[src/rtl/video_frame_grabber_if.sv]
// Memory write port between the frame grabber (master) and a vram write port (slave).
interface video_frame_grabber_if #(
  parameter int MAW = 19,
  parameter int MDW = 8
);
  logic           mem_we;
  logic [MAW-1:0] mem_adr;
  logic [MDW-1:0] mem_dat;

  modport master (output mem_we, mem_adr, mem_dat);
  modport slave  (input  mem_we, mem_adr, mem_dat);
endinterface

[src/rtl/video_frame_grabber.sv]
// Captures one full video frame from a sync/active stream and writes it as RGB332
// pixels, in raster order, to a vram write port.
module video_frame_grabber #(
  parameter int   WIDTH  = 640,
  parameter int   HEIGHT = 480,
  parameter int   CCW    = 8,
  parameter int   MAW    = 19,
  parameter int   MDW    = 8,
  parameter logic VS_POL = 1'b0
) (
  input  logic                        clk,
  input  logic                        rst,
  input  logic                        clk_en,
  input  logic                        arm,
  input  logic                        vid_active,
  input  logic                        vid_hsync,
  input  logic                        vid_vsync,
  input  logic [CCW-1:0]              vid_r,
  input  logic [CCW-1:0]              vid_g,
  input  logic [CCW-1:0]              vid_b,
  video_frame_grabber_if.master       wr,
  output logic                        busy,
  output logic                        done,
  output logic [1:0]                  err
);
  localparam int N  = WIDTH * HEIGHT;
  localparam int CW = $clog2(WIDTH + 1);
  localparam int LW = $clog2(HEIGHT + 1);

  typedef enum logic [1:0] {IDLE, ARMED, SYNC, CAPTURE} state_t;

  state_t         state, state_n;
  logic [MAW-1:0] adr, adr_n, madr_n;
  logic [CW-1:0]  col, col_n;
  logic [LW-1:0]  line, line_n;
  logic [MDW-1:0] mdat_n;
  logic [1:0]     err_n;
  logic           last, last_n, busy_n, done_n, we_n;
  logic           vs_q, act_q;
  logic           vs_lead, vs_trail;
  logic [7:0]     pix;
  logic           unused_bits;

  assign vs_lead     = (vid_vsync == VS_POL) && (vs_q != VS_POL);
  assign vs_trail    = (vid_vsync != VS_POL) && (vs_q == VS_POL);
  assign pix         = {vid_r[CCW-1-:3], vid_g[CCW-1-:3], vid_b[CCW-1-:2]};
  assign unused_bits = ^{vid_hsync, vid_r, vid_g, vid_b, line};

  always_comb begin
    state_n = state;
    adr_n   = adr;
    col_n   = col;
    line_n  = line;
    last_n  = last;
    err_n   = err;
    busy_n  = busy;
    done_n  = 1'b0;
    we_n    = 1'b0;
    madr_n  = wr.mem_adr;
    mdat_n  = wr.mem_dat;
    case (state)
      IDLE: if (arm) begin
        state_n = ARMED;
        err_n   = 2'b00;
        busy_n  = 1'b1;
      end
      ARMED: if (vs_lead) state_n = SYNC;
      SYNC: if (vs_trail) begin
        state_n = CAPTURE;
        adr_n   = '0;
        col_n   = '0;
        line_n  = '0;
        last_n  = 1'b0;
      end
      CAPTURE: begin
        // Completion is checked before the vsync edge so a coincident edge is not an abort.
        if (last) begin
          state_n = IDLE;
          done_n  = 1'b1;
          busy_n  = 1'b0;
        end else if (vs_lead) begin
          state_n  = IDLE;
          done_n   = 1'b1;
          busy_n   = 1'b0;
          err_n[1] = 1'b1;
        end else if (vid_active) begin
          if (col < CW'(WIDTH)) begin
            we_n   = 1'b1;
            madr_n = adr;
            mdat_n = pix;
            adr_n  = adr + 1'b1;
            col_n  = col + 1'b1;
            last_n = (adr == MAW'(N - 1));
          end else begin
            err_n[0] = 1'b1;
          end
        end else if (act_q) begin
          if (col != CW'(WIDTH)) err_n[0] = 1'b1;
          line_n = line + 1'b1;
          col_n  = '0;
        end
      end
      default: state_n = IDLE;
    endcase
  end

  always_ff @(posedge clk) begin
    if (rst) begin
      state      <= IDLE;
      adr        <= '0;
      col        <= '0;
      line       <= '0;
      last       <= 1'b0;
      err        <= 2'b00;
      busy       <= 1'b0;
      done       <= 1'b0;
      vs_q       <= ~VS_POL;
      act_q      <= 1'b0;
      wr.mem_we  <= 1'b0;
      wr.mem_adr <= '0;
      wr.mem_dat <= '0;
    end else if (clk_en) begin
      state      <= state_n;
      adr        <= adr_n;
      col        <= col_n;
      line       <= line_n;
      last       <= last_n;
      err        <= err_n;
      busy       <= busy_n;
      done       <= done_n;
      vs_q       <= vid_vsync;
      act_q      <= vid_active;
      wr.mem_we  <= we_n;
      wr.mem_adr <= madr_n;
      wr.mem_dat <= mdat_n;
    end
  end
endmodule

[src/flat_wrapper.sv]
// flat-port wrapper written by rule: the top's interface ports become plain ports
module video_frame_grabber_flat 
#(
  parameter int   WIDTH  = 640,
  parameter int   HEIGHT = 480,
  parameter int   CCW    = 8,
  parameter int   MAW    = 19,
  parameter int   MDW    = 8,
  parameter logic VS_POL = 1'b0
)
  (clk, rst, clk_en, arm, vid_active, vid_hsync, vid_vsync, vid_r, vid_g, vid_b, busy, done, err, wr_mem_we, wr_mem_adr, wr_mem_dat);
  video_frame_grabber_if #(.MAW(MAW), .MDW(MDW)) wr_i ();
  input  logic clk;
  input  logic rst;
  input  logic clk_en;
  input  logic arm;
  input  logic vid_active;
  input  logic vid_hsync;
  input  logic vid_vsync;
  input  logic [CCW-1:0] vid_r;
  input  logic [CCW-1:0] vid_g;
  input  logic [CCW-1:0] vid_b;
  output logic busy;
  output logic done;
  output logic [1:0] err;
  output wire logic [$bits(wr_i.mem_we)-1:0] wr_mem_we;
  output wire logic [$bits(wr_i.mem_adr)-1:0] wr_mem_adr;
  output wire logic [$bits(wr_i.mem_dat)-1:0] wr_mem_dat;
  assign wr_mem_we = wr_i.mem_we;
  assign wr_mem_adr = wr_i.mem_adr;
  assign wr_mem_dat = wr_i.mem_dat;
  video_frame_grabber #(.WIDTH(WIDTH), .HEIGHT(HEIGHT), .CCW(CCW), .MAW(MAW), .MDW(MDW), .VS_POL(VS_POL)) u_core (.clk(clk), .rst(rst), .clk_en(clk_en), .arm(arm), .vid_active(vid_active), .vid_hsync(vid_hsync), .vid_vsync(vid_vsync), .vid_r(vid_r), .vid_g(vid_g), .vid_b(vid_b), .wr(wr_i), .busy(busy), .done(done), .err(err));
endmodule
[config.mk]
export PLATFORM = sky130hd
export DESIGN_NAME = video_frame_grabber_flat
export DESIGN_NICKNAME = d
export VERILOG_FILES = /design/src/rtl/video_frame_grabber_if.sv /design/src/rtl/video_frame_grabber.sv /design/src/flat_wrapper.sv
export SDC_FILE = /design/constraint.sdc
export NUM_CORES = 1
export LEC_CHECK = 0
export CAP_MARGIN = 20
export CORE_ASPECT_RATIO = 0.6
export CORE_MARGIN = 2
export CORE_UTILIZATION = 50
export DETAILED_ROUTE_END_ITERATION = 10
export GPL_ROUTABILITY_DRIVEN = 1
export PLACE_DENSITY = 0.81
export SLEW_MARGIN = 5
export SYNTH_ARGS = -nofsm -noshare
export SYNTH_HDL_FRONTEND = slang
export SYNTH_SLANG_ARGS = --single-unit
[constraint.sdc]
create_clock -name clk -period 2.55 [get_ports clk]
set_input_delay 0.51 -clock clk [delete_from_list [all_inputs] [get_ports clk]]
set_output_delay 0.51 -clock clk [all_outputs]
set_load 0.005 [all_outputs]
==> results.txt <==
outcome -> complete, no violations
synthesized area -> 0.00292 mm²
wire length on met1 -> 3130 µm
clock power share -> 42.0%
routability cong. -> 0.899
Starting DRT DRC Count -> 177
post-synth top area share -> 45.2%
Final setup viols -> 0
Row Count -> 21
Max-slew headroom -> 71.4%
largest net degree at the start of global routing -> 29
clk slew on worst S/H paths -> 0.07 ns
max incr delay on CP -> 0.49 ns
internal reg-to-reg setup slack -> 0.59 ns
RSZ-0062 raised after global routing -> no
via count -> 2467
Final ANT Viol Nets -> 0
Critical Path Start Type -> input pin
Critical Path RT -> 2.78 ns
Comb pwr share -> 6.4%
Post-synth EDFFs -> 0
cts hold-fix bufs -> 0
initial antenna violation count -> 0
diode count -> 0
CP Data Arrival Time -> 2.27 ns
H-tree depth -> 3
first-pass GRT wire length -> 10900 µm
CTS Buf Count -> 9
Power Total -> 2030 µW
Sw Share -> 23.8%
Area contributors post-synth -> dfxtp_1 45%, mux2i_1 10%, nor2_1 7.3%, xor2_1 6.0%, ha_1 3.0%
Post-CTS Setup Repair Bufs -> 0
Crit-path slowest cell -> or4_1
Area growth syn-to-layout -> 26.8%
Syn Area/Cell -> 9.25 µm²
vias in the first global route -> 2329
IO Pins -> 63
CTS tree -> done
max-slew violations -> 0
routed wl met2 -> 2600 µm
#FFs+latches synth -> 66
GRT Overall Usage -> 21.6%
initial core utilization -> 52.2%
CTS Root Cell -> clkbuf_8
Worst Setup End Kind -> flop
fmax -> 490 MHz
Resize count post-CTS -> 0
Synth Instances -> 316
worst-path fanout max -> 28
Worst Path Buf+Inv -> 2
maxcap violations -> 0
top sig layer -> met4
Hold Fails Final Rpt -> 0
clk_lat worst skew -> 0.34 ns
Hold Path Class -> flop to flop
DR WL/cell -> 13.9 µm
DIE HEIGHT -> 63.2 µm
Slew @ Worst Pin -> 0.428 ns
leakage power -> 0.00157 µW
final layout net count -> 412
end of the worst register-to-register path -> u_core.adr[18]
Most used DFF post-synth -> dfxtp_1
Clock Sinks -> 66
DP HPWL -> 4600 µm
WL met3 -> 540 µm
grt ovf -> 0
R2R depth -> 7
Layout Skew -> 0.00783 ns
kind of critical path -> input pin to flop
Final min period -> 2.04 ns
NetSw -> 484 µW
worst vdd ir -> 0.337 mV
share of post-route cells with drive strength above 1 -> 9.23%
sequential area share after synthesis -> 45.2%
Worst Hold End -> u_core.done
Post-Syn Nets -> 354
Post-synth top cells -> 66 x dfxtp_1, 57 x nor2_1, 30 x mux2i_1, 20 x xor2_1, 16 x nand3_1
port bufs -> 45
DIE AREA -> 0.00650 mm²
1st-pass router iterations -> 4
WL final -> 6360 µm
period utilisation layout -> 80.0%
count leader, synth -> dfxtp_1
Worst Min Path Start -> u_core.done
ys async rst share -> 0%
final-layout fill cell count -> 459
drt via density -> 5.37
Yosys top cell by area -> dfxtp_1
Pwr Density -> 549 mW/mm²
launching point of the worst reg2reg path -> u_core.state[0]
Cell variety after synth -> 43
Worst path top cell family by delay -> simple AND/OR/NAND/NOR gates
DRC -> 0
Yosys warning count -> 0
CORE AREA -> 0.00560 mm²
Flop pwr share -> 51.6%
CTS Buffer Depth -> 2
Chip Width -> 103 µm
Setup TNS -> 0 ns
CP cell instances -> clkdlybuf4s50_1, nand2b_1, nand3_2, or4_1, buf_12, mux2i_1, nor2_1
Worst Hold Depth -> 2
Pint -> 1550 µW
worst max-delay path by stage:
stage                     from               endpoint  slack, ns  cells after the start
3_5_place_dp         vid_vsync   u_core.wr.mem_dat[2]       0.18                      7
6_report             vid_vsync  u_core.wr.mem_adr[16]       0.51                      7
5_1_grt          u_core.adr[0]         u_core.adr[18]       0.41                      6
3_3_place_gp         vid_vsync   u_core.wr.mem_dat[3]       0.23                      7
2_1_floorplan  u_core.state[0]          u_core.col[9]       0.68                      7
4_1_cts              vid_vsync  u_core.wr.mem_adr[16]       0.54                      7
logic make-up (layout without fill, tap and decap cells):
family          count (synthesis)  after routing  synth area share, %
xor+xnor                       22             22                 6.59
simple gates                  140            140                 24.1
compound gates                 30             30                 7.23
flops                          66             66                 45.2
fa+ha+maj                       7              7                 3.00
buf+inv                        21             84                 3.64
mux                            30             30                 10.3
worst reg2reg max path, cell delays in order, from the launching register on:
cell,delay (ns)
dfxtp_1,0.36
inv_1,0.09
ha_1,0.27
nand3b_1,0.30
nand2_1,0.15
nand3_1,0.17
or3_1,0.40
a21oi_1,0.16
cells in the final DEF, fill, tap and decap left out, drive strengths merged, types with 2 or more instances in the layout:
master and instances:
dfxtp 66, nor2 57, clkdlybuf4s50 45, mux2i 30, xor2 20, nand3 17, nand2 16, nand4 13
buf 13, a21oi 12, inv 11, clkbuf 9, and3 7, ha 7, o21ai 7, nor3 5
or3 4, nand2b 3, nand3b 3, a31oi 3, clkinv 3, nand4b 3, or4 2, and4 2
nor4 2, and2 2, nor3b 2, o211ai 2, xnor2 2, clkinvlp 2
power groups by stage:
stage	Combinational [µW]	Clock (µW)	Sequential (µW)
5_1_grt	143	922	1050
4_1_cts	130	876	1050
6_report	131	855	1050
3_3_place_gp	126	0	1070
3_5_place_dp	128	0	1070
2_1_floorplan	69.7	0	1070
final cells by class:
type / instances / area, µm² / area share, %
clock buffer: 9 / 124 / 3.34
inverter: 10 / 37.5 / 1.01
multi-input combinational: 229 / 1500 / 40.4
clock inverter: 7 / 68.8 / 1.86
tap: 80 / 100 / 2.70
sequential: 66 / 1320 / 35.6
timing repair buffer: 58 / 561 / 15.1
registers in the layout, indices dropped and copies added (netlist names):
| name | cells |
|---|---|
| u_core.state | 2 |
| u_core.wr.mem_dat | 8 |
| u_core.done | 1 |
| u_core.act_q | 1 |
| u_core.busy | 1 |
| u_core.col | 10 |
| u_core.adr | 19 |
| u_core.wr.mem_we | 1 |
| u_core.wr.mem_adr | 19 |
| u_core.last | 1 |
| u_core.vs_q | 1 |
| u_core.err | 2 |
stage by stage:
stage	cells	cell area [µm²]	setup slack (ns)	hold WS [ns]	utilization, %
floorplan	316	2920	0.677	0.456	-
finish	459	3710	0.511	0.470	66.3
detailed placement	443	3520	0.183	0.460	62.8
global placement	443	3520	0.231	0.451	62.8
CTS	459	3710	0.543	0.471	66.3
global route	459	3710	0.412	0.495	66.3
metal layers:
layer / vias up / GRT usage (%)
li1: 1225 / -
met1: 1139 / 30.1
met2: 91 / 31.0
met3: 12 / 7.10
met4: 0 / 7.67
met5: - / 0
No activity file was read; power rests on OpenSTA's default activity.
